$ cat src/rtl/wb_pkg.sv
// Shared types and constants for the writeback stage.
//   wb_state_t : writeback FSM states
//   JUMP_NONE  : jump code for ordinary (non-jump) instructions
//   JUMP_JAL   : jump code for jump-and-link
package wb_pkg;

    typedef enum logic [1:0] {
        IDLE     = 2'd0,
        WAIT_MEM = 2'd1,
        WRITE    = 2'd2
    } wb_state_t;

    localparam logic [1:0] JUMP_NONE = 2'b00;
    localparam logic [1:0] JUMP_JAL  = 2'b10;

endpackage

$ cat src/rtl/wb_stage_if.sv
// Writeback-stage bus: request inputs from the pipeline, register-file write
// port, forwarding port and status.
//   master : the pipeline / bench driving requests and observing results
//   slave  : the writeback stage
interface wb_stage_if #(
    parameter int unsigned WORD_SIZE  = 32,
    parameter int unsigned REG_ADDR_W = 5
);
    logic                  in_valid;
    logic                  in_ready;
    logic [1:0]            jump;
    logic                  reg_dst;
    logic                  mem_to_reg;
    logic                  reg_write;
    logic [WORD_SIZE-1:0]  pc_in;
    logic [WORD_SIZE-1:0]  alu_in;
    logic [WORD_SIZE-1:0]  mem_in;
    logic [REG_ADDR_W-1:0] rt_num;
    logic [REG_ADDR_W-1:0] rd_num;
    logic                  mem_ready;
    logic                  rf_we;
    logic [REG_ADDR_W-1:0] rf_waddr;
    logic [WORD_SIZE-1:0]  rf_wdata;
    logic                  fwd_valid;
    logic [REG_ADDR_W-1:0] fwd_num;
    logic [WORD_SIZE-1:0]  fwd_data;
    logic                  busy;

    modport master (
        output in_valid, jump, reg_dst, mem_to_reg, reg_write,
               pc_in, alu_in, mem_in, rt_num, rd_num, mem_ready,
        input  in_ready, rf_we, rf_waddr, rf_wdata,
               fwd_valid, fwd_num, fwd_data, busy
    );

    modport slave (
        input  in_valid, jump, reg_dst, mem_to_reg, reg_write,
               pc_in, alu_in, mem_in, rt_num, rd_num, mem_ready,
        output in_ready, rf_we, rf_waddr, rf_wdata,
               fwd_valid, fwd_num, fwd_data, busy
    );

endinterface

$ cat src/rtl/wb_sel.sv
// Combinational destination/data selection for one writeback request.
//   jump_i, reg_dst_i, mem_to_reg_i, reg_write_i : decode controls
//   pc_i, alu_i, mem_i                           : candidate write data
//   rt_num_i, rd_num_i                           : candidate destinations
//   we_c_o   : write wanted (already suppressed for register 0)
//   addr_c_o : destination register
//   data_c_o : write data
//   load_c_o : request is a load that needs mem_i
module wb_sel
    import wb_pkg::*;
#(
    parameter int unsigned WORD_SIZE  = 32,
    parameter int unsigned REG_ADDR_W = 5,
    parameter int unsigned LINK_REG   = 31,
    parameter int unsigned PC_STEP    = 1
) (
    input  logic [1:0]            jump_i,
    input  logic                  reg_dst_i,
    input  logic                  mem_to_reg_i,
    input  logic                  reg_write_i,
    input  logic [WORD_SIZE-1:0]  pc_i,
    input  logic [WORD_SIZE-1:0]  alu_i,
    input  logic [WORD_SIZE-1:0]  mem_i,
    input  logic [REG_ADDR_W-1:0] rt_num_i,
    input  logic [REG_ADDR_W-1:0] rd_num_i,
    output logic                  we_c_o,
    output logic [REG_ADDR_W-1:0] addr_c_o,
    output logic [WORD_SIZE-1:0]  data_c_o,
    output logic                  load_c_o
);

    always_comb begin
        we_c_o   = 1'b0;
        addr_c_o = '0;
        data_c_o = '0;
        load_c_o = 1'b0;
        if (jump_i == JUMP_JAL) begin
            // jal links unconditionally, independent of reg_write
            we_c_o   = 1'b1;
            addr_c_o = REG_ADDR_W'(LINK_REG);
            data_c_o = pc_i + WORD_SIZE'(PC_STEP);
        end else if (jump_i == JUMP_NONE) begin
            we_c_o   = reg_write_i;
            addr_c_o = reg_dst_i ? rd_num_i : rt_num_i;
            data_c_o = mem_to_reg_i ? mem_i : alu_i;
            load_c_o = mem_to_reg_i & reg_write_i;
        end
        // register 0 is hard-wired; never write it
        if (addr_c_o == '0) begin
            we_c_o = 1'b0;
        end
    end

endmodule

$ cat src/rtl/wb_stage.sv
// Writeback stage: accepts one request per cycle, waits for load data when
// needed, and issues a single-cycle register-file write plus bypass info.
//   clk  : clock, rising edge
//   rst  : synchronous active-high reset
//   bus  : wb_stage_if.slave (requests in, rf write / forward / status out)
module wb_stage
    import wb_pkg::*;
#(
    parameter int unsigned WORD_SIZE  = 32,
    parameter int unsigned REG_ADDR_W = 5,
    parameter int unsigned LINK_REG   = 31,
    parameter int unsigned PC_STEP    = 1
) (
    input  logic        clk,
    input  logic        rst,
    wb_stage_if.slave   bus
);

    wb_state_t             state_q, state_d;
    logic                  rf_we_q, rf_we_d;
    logic [REG_ADDR_W-1:0] rf_waddr_q, rf_waddr_d;
    logic [WORD_SIZE-1:0]  rf_wdata_q, rf_wdata_d;
    logic                  fwd_valid_q, fwd_valid_d;
    logic [REG_ADDR_W-1:0] fwd_num_q, fwd_num_d;
    logic [WORD_SIZE-1:0]  fwd_data_q, fwd_data_d;
    logic                  busy_q, busy_d;
    logic                  in_ready_q, in_ready_d;
    logic [REG_ADDR_W-1:0] pend_addr_q, pend_addr_d;
    logic                  pend_we_q, pend_we_d;

    logic                  sel_we;
    logic [REG_ADDR_W-1:0] sel_addr;
    logic [WORD_SIZE-1:0]  sel_data;
    logic                  sel_load;

    wb_sel #(
        .WORD_SIZE  (WORD_SIZE),
        .REG_ADDR_W (REG_ADDR_W),
        .LINK_REG   (LINK_REG),
        .PC_STEP    (PC_STEP)
    ) u_sel (
        .jump_i       (bus.jump),
        .reg_dst_i    (bus.reg_dst),
        .mem_to_reg_i (bus.mem_to_reg),
        .reg_write_i  (bus.reg_write),
        .pc_i         (bus.pc_in),
        .alu_i        (bus.alu_in),
        .mem_i        (bus.mem_in),
        .rt_num_i     (bus.rt_num),
        .rd_num_i     (bus.rd_num),
        .we_c_o       (sel_we),
        .addr_c_o     (sel_addr),
        .data_c_o     (sel_data),
        .load_c_o     (sel_load)
    );

    // State and output registers
    always_ff @(posedge clk) begin
        if (rst) begin
            state_q     <= IDLE;
            rf_we_q     <= 1'b0;
            rf_waddr_q  <= '0;
            rf_wdata_q  <= '0;
            fwd_valid_q <= 1'b0;
            fwd_num_q   <= '0;
            fwd_data_q  <= '0;
            busy_q      <= 1'b0;
            in_ready_q  <= 1'b1;
            pend_addr_q <= '0;
            pend_we_q   <= 1'b0;
        end else begin
            state_q     <= state_d;
            rf_we_q     <= rf_we_d;
            rf_waddr_q  <= rf_waddr_d;
            rf_wdata_q  <= rf_wdata_d;
            fwd_valid_q <= fwd_valid_d;
            fwd_num_q   <= fwd_num_d;
            fwd_data_q  <= fwd_data_d;
            busy_q      <= busy_d;
            in_ready_q  <= in_ready_d;
            pend_addr_q <= pend_addr_d;
            pend_we_q   <= pend_we_d;
        end
    end

    // Next-state and next-output logic
    always_comb begin
        state_d     = state_q;
        rf_we_d     = 1'b0;
        rf_waddr_d  = rf_waddr_q;
        rf_wdata_d  = rf_wdata_q;
        fwd_valid_d = 1'b0;
        fwd_num_d   = fwd_num_q;
        fwd_data_d  = fwd_data_q;
        pend_addr_d = pend_addr_q;
        pend_we_d   = pend_we_q;

        unique case (state_q)
            IDLE, WRITE: begin
                state_d = IDLE;
                if (bus.in_valid) begin
                    if (sel_load && !bus.mem_ready) begin
                        // data not back yet: hold the destination for stall detection
                        state_d     = WAIT_MEM;
                        pend_addr_d = sel_addr;
                        pend_we_d   = sel_we;
                        fwd_valid_d = sel_we;
                        fwd_num_d   = sel_addr;
                        fwd_data_d  = '0;
                    end else begin
                        state_d = WRITE;
                        if (sel_we) begin
                            rf_we_d     = 1'b1;
                            rf_waddr_d  = sel_addr;
                            rf_wdata_d  = sel_data;
                            fwd_valid_d = 1'b1;
                            fwd_num_d   = sel_addr;
                            fwd_data_d  = sel_data;
                        end
                    end
                end
            end
            WAIT_MEM: begin
                fwd_valid_d = pend_we_q;
                if (bus.mem_ready) begin
                    state_d = WRITE;
                    if (pend_we_q) begin
                        rf_we_d    = 1'b1;
                        rf_waddr_d = pend_addr_q;
                        rf_wdata_d = bus.mem_in;
                        fwd_num_d  = pend_addr_q;
                        fwd_data_d = bus.mem_in;
                    end
                end
            end
            default: begin
                state_d = IDLE;
            end
        endcase

        busy_d     = (state_d == WAIT_MEM);
        in_ready_d = (state_d != WAIT_MEM);
    end

    assign bus.in_ready  = in_ready_q;
    assign bus.rf_we     = rf_we_q;
    assign bus.rf_waddr  = rf_waddr_q;
    assign bus.rf_wdata  = rf_wdata_q;
    assign bus.fwd_valid = fwd_valid_q;
    assign bus.fwd_num   = fwd_num_q;
    assign bus.fwd_data  = fwd_data_q;
    assign bus.busy      = busy_q;

endmodule

$ cat src/flat_wrapper.sv
// flat-port wrapper written by rule: the top's interface ports become plain ports
module wb_stage_flat import wb_pkg::*;
#(
    parameter int unsigned WORD_SIZE  = 32,
    parameter int unsigned REG_ADDR_W = 5,
    parameter int unsigned LINK_REG   = 31,
    parameter int unsigned PC_STEP    = 1
)
  (clk, rst, bus_in_valid, bus_jump, bus_reg_dst, bus_mem_to_reg, bus_reg_write, bus_pc_in, bus_alu_in, bus_mem_in, bus_rt_num, bus_rd_num, bus_mem_ready, bus_in_ready, bus_rf_we, bus_rf_waddr, bus_rf_wdata, bus_fwd_valid, bus_fwd_num, bus_fwd_data, bus_busy);
  wb_stage_if #(.WORD_SIZE(WORD_SIZE), .REG_ADDR_W(REG_ADDR_W)) bus_i ();
  input  logic clk;
  input  logic rst;
  input wire logic [$bits(bus_i.in_valid)-1:0] bus_in_valid;
  input wire logic [$bits(bus_i.jump)-1:0] bus_jump;
  input wire logic [$bits(bus_i.reg_dst)-1:0] bus_reg_dst;
  input wire logic [$bits(bus_i.mem_to_reg)-1:0] bus_mem_to_reg;
  input wire logic [$bits(bus_i.reg_write)-1:0] bus_reg_write;
  input wire logic [$bits(bus_i.pc_in)-1:0] bus_pc_in;
  input wire logic [$bits(bus_i.alu_in)-1:0] bus_alu_in;
  input wire logic [$bits(bus_i.mem_in)-1:0] bus_mem_in;
  input wire logic [$bits(bus_i.rt_num)-1:0] bus_rt_num;
  input wire logic [$bits(bus_i.rd_num)-1:0] bus_rd_num;
  input wire logic [$bits(bus_i.mem_ready)-1:0] bus_mem_ready;
  output wire logic [$bits(bus_i.in_ready)-1:0] bus_in_ready;
  output wire logic [$bits(bus_i.rf_we)-1:0] bus_rf_we;
  output wire logic [$bits(bus_i.rf_waddr)-1:0] bus_rf_waddr;
  output wire logic [$bits(bus_i.rf_wdata)-1:0] bus_rf_wdata;
  output wire logic [$bits(bus_i.fwd_valid)-1:0] bus_fwd_valid;
  output wire logic [$bits(bus_i.fwd_num)-1:0] bus_fwd_num;
  output wire logic [$bits(bus_i.fwd_data)-1:0] bus_fwd_data;
  output wire logic [$bits(bus_i.busy)-1:0] bus_busy;
  assign bus_i.in_valid = bus_in_valid;
  assign bus_i.jump = bus_jump;
  assign bus_i.reg_dst = bus_reg_dst;
  assign bus_i.mem_to_reg = bus_mem_to_reg;
  assign bus_i.reg_write = bus_reg_write;
  assign bus_i.pc_in = bus_pc_in;
  assign bus_i.alu_in = bus_alu_in;
  assign bus_i.mem_in = bus_mem_in;
  assign bus_i.rt_num = bus_rt_num;
  assign bus_i.rd_num = bus_rd_num;
  assign bus_i.mem_ready = bus_mem_ready;
  assign bus_in_ready = bus_i.in_ready;
  assign bus_rf_we = bus_i.rf_we;
  assign bus_rf_waddr = bus_i.rf_waddr;
  assign bus_rf_wdata = bus_i.rf_wdata;
  assign bus_fwd_valid = bus_i.fwd_valid;
  assign bus_fwd_num = bus_i.fwd_num;
  assign bus_fwd_data = bus_i.fwd_data;
  assign bus_busy = bus_i.busy;
  wb_stage #(.WORD_SIZE(WORD_SIZE), .REG_ADDR_W(REG_ADDR_W), .LINK_REG(LINK_REG), .PC_STEP(PC_STEP)) u_core (.clk(clk), .rst(rst), .bus(bus_i));
endmodule
$ cat config.mk
export PLATFORM = sky130hd
export DESIGN_NAME = wb_stage_flat
export DESIGN_NICKNAME = d
export VERILOG_FILES = /design/src/rtl/wb_pkg.sv /design/src/rtl/wb_stage_if.sv /design/src/rtl/wb_sel.sv /design/src/rtl/wb_stage.sv /design/src/flat_wrapper.sv
export SDC_FILE = /design/constraint.sdc
export NUM_CORES = 1
export LEC_CHECK = 0
export CORE_ASPECT_RATIO = 0.6
export CORE_UTILIZATION = 55
export DETAILED_ROUTE_END_ITERATION = 8
export DONT_BUFFER_PORTS = 1
export PLACE_DENSITY = 0.69
export SLEW_MARGIN = 20
export SYNTH_ARGS = -nofsm -noshare
export SYNTH_HDL_FRONTEND = slang
export SYNTH_SLANG_ARGS = --single-unit
$ cat constraint.sdc
create_clock -name clk -period 2.47 [get_ports clk]
set_input_delay 0.3705 -clock clk [delete_from_list [all_inputs] [get_ports clk]]
set_output_delay 0.3705 -clock clk [all_outputs]
set_load 0.05 [all_outputs]
==> run_results.csv <==
group,metric,value,unit
power,power,3.58,mW
global_route,grt.overflow.total,0,
final_layout,fill_cells,717,
final_layout,nNetsFinal,677,
synthesis,syn_area_per_cell,8.15,sq um
final_layout,layout_commonest_cell,"dfxtp_1",
drt,wl_per_cell,22.9,um
power,cellPowerDensity,703,nW/um^2
synthesis,synthArstFlopShare,0,%
setup_path,critPathBufInv,2,
final_layout,final_util,63.6,%
synthesis,synth-edff-count,0,
synthesis,synthAdderAreaFrac,0.272,%
setup_path,cp_top_family,"compound AO/OA/AOI/OAI gates",
clocking,tritoncts,"yes",
synthesis,synth_top_flop_cell,"dfxtp_1",
synthesis,ys_seq_area_share,37.4,%
timing,worst_pin_slew,0.693,ns
clocking,path_clk_slew,0.07,ns
setup_path,r2r_slack,0.21,ns
setup_path,cp-end-kind,"flop",
global_route,grt_pass1_wl,23000,um
clocking,cts-htree-levels,3,
drt,met1Wirelength,6530,um
timing,maxSlewHeadroom,53.8,%
drt,top_layer_used,"met4",
clocking,cts_hold_buf,0,
setup_path,path_common_cell,"buf_4",
place,place_hpwl,11500,um
synthesis,ys_ff_latch,86,
die,row_count,25,
die,initial_core_util,57.5,%
global_route,grt_pass1_vias,4164,
clocking,root_buffer,"clkbuf_16",
setup_path,worstPathRequired,2.68,ns
timing,setup_viol,0,
setup_path,crit_chain,"buf_4, nor2b_2, buf_4, a21o_1, a32o_1, a221oi_1, a211oi_1",
hold_path,hold_path_class,"input pin to flop",
power,peakVddDrop,0.399,mV
hold_path,min_from,"rst",
clocking,clockBufferDepth,2,
hold_path,hold_depth,1,
clocking,cts_sinks,86,
die,die_x,120,um
timing,rsz0062_at_grt,"no",
setup_path,regToRegStartpoint,"u_core.state_q[0]",
synthesis,synth_nets,681,
synthesis,synth_mux_area_share,4.51,%
die,core,8010,sq um
global_route,grt_usage,35.2,%
job,cap_violations,0,
synthesis,synth_xor_area_share,4.18,%
drt,via_count,4493,
place,portBuffers,0,
final_layout,post_route_cells_drive_above_1_share,11.7,%
synthesis,netlist_instances,565,
setup_path,crit_slowest_cell,"a221oi_1",
drt,dr.pass1.iters,8,
setup_path,reg2reg_depth,7,
setup_path,critPathKind,"flop to flop",
synthesis,synth_top_family_by_area,"simple AND/OR/NAND/NOR gates",
timing,layout_worst_path_cycle_share,91.5,%
die,io_pins,193,
setup_path,start_kind,"flop",
drt,ant_nets,0,
synthesis,syn_area,4610,sq um
drt,drc_errors,0,
synthesis,synth_compound_area_share,24.1,%
setup_path,slowest_delay,0.47,ns
timing,holdWs,0.0954,ns
place,gp_congestion,0.930,
final_layout,stdcell_count,674,
global_route,grt_max_degree,64,
synthesis,synth-simple-area-share,24.8,%
final_layout,mostFrequentLayoutCells,"86 x dfxtp_1, 75 x nand2_1, 57 x nor2_1",
timing,clock-skew-final,0.00770,ns
outcome,status,"finished, final reports clean",
timing,tns,0,ns
synthesis,ys_warn_count,0,
power,p_leak,1.83,nW
timing,maxSlewViolCount,0,
place,placed_cells,655,
setup_path,reg2reg_to,"u_core.bus.rf_wdata[21]",
timing,hold_viol,0,
setup_path,worst-path-stages,7,
synthesis,yosysUniqueCellTypes,64,
drt,route.met2.wl,6430,um
clocking,cts_buffers,9,
setup_path,critPathMaxFanout,13,
setup_path,cp.arrival,2.47,ns
global_route,antenna_found_initial,0,
drt,viasPerCell,6.67,
drt,drtIter0Drc,491,
timing,layout_min_cycle_time,2.26,ns
hold_path,hold_end,"u_core.bus.rf_waddr[3]",
drt,drt_wl_total,15400,um
die,die_h,72.9,um
final_layout,diodes,0,
clocking,clock_latency,0.34,ns
timing,clock.fmax,442,MHz
final_layout,synthToLayoutAreaGrowth,10.6,%
drt,wl_met3,2060,um
die,dieArea,8760,sq um
-- power by group --
part | total (mW) | switching (mW) | internal (mW)
clock | 1.41 | 0.612 | 0.799
combinational | 0.399 | 0.232 | 0.167
sequential | 1.77 | 0.309 | 1.46
-- synthesized netlist by cell type (all sizes together), types with 14 or more instances --
cell type / n / area share, %
a211oi: 31 / 5.1
a21oi: 42 / 4.6
o21ai: 30 / 3.3
nand2: 76 / 6.2
nand3: 17 / 2.3
xor2: 14 / 2.7
dfxtp: 86 / 37
clkbuf: 21 / 1.7
buf: 20 / 2.4
mux2i: 14 / 3.0
nor2: 60 / 5.1
-- logic make-up after synthesis --
family	after synthesis
AO/OA/AOI/OAI	163
buffers and inverters	49
AND/OR/NAND/NOR	224
XOR/XNOR	22
flip-flops	86
multiplexers	20
adder cells (fa/ha/maj)	1
-- stage by stage --
step                worst slack, ns  cell area (sq um)
floorplan                     0.461               4610
detailed placement          -0.0650               4740
global placement             0.0120               4740
finish                        0.210               5090
global route                  0.113               5090
CTS                          0.0134               5040
-- cell type report --
cell class	instances	area, sq um	area share [%]
multi-input combinational	430	2680	52.7
sequential	86	1720	33.8
clock buffer	9	225	4.42
timing repair buffer	26	220	4.32
tap	108	135	2.65
clock inverter	7	77.6	1.52
inverter	8	30.0	0.590
-- per-layer routing --
| metal | GRT usage [%] | vias up |
|---|---|---|
| met5 | 0 | - |
| met4 | 12.1 | 0 |
| met3 | 15.8 | 35 |
| met2 | 50.4 | 288 |
| met1 | 46.7 | 2096 |
| li1 | - | 2074 |
-- flip-flops by register name, indices dropped and copies added, names as in the netlist --
register              flops
u_core.bus.rf_we          1
u_core.pend_addr_q        5
u_core.bus.busy           1
u_core.bus.fwd_valid      1
u_core.bus.in_ready       1
u_core.bus.fwd_data      32
u_core.state_q            2
u_core.bus.fwd_num        5
u_core.bus.rf_waddr       5
u_core.pend_we_q          1
u_core.bus.rf_wdata      32
-- timing repair --
action / CTS / global route
pin swaps: 1 / 1
setup endpoints to repair: 1 / 10
buffers inserted: 0 / 2
resized for setup: 0 / 1
-- worst max path at each step --
stage                      start                      end
6_report       u_core.state_q[0]  u_core.bus.rf_wdata[21]
5_1_grt        u_core.state_q[0]  u_core.bus.fwd_data[21]
4_1_cts         u_core.pend_we_q  u_core.bus.rf_wdata[18]
3_5_place_dp         bus_jump[0]  u_core.bus.rf_wdata[18]
3_3_place_gp        bus_pc_in[9]  u_core.bus.rf_wdata[21]
2_1_floorplan      bus_rt_num[3]  u_core.bus.fwd_data[17]
Note: power is estimated with default switching activity, not from simulation.
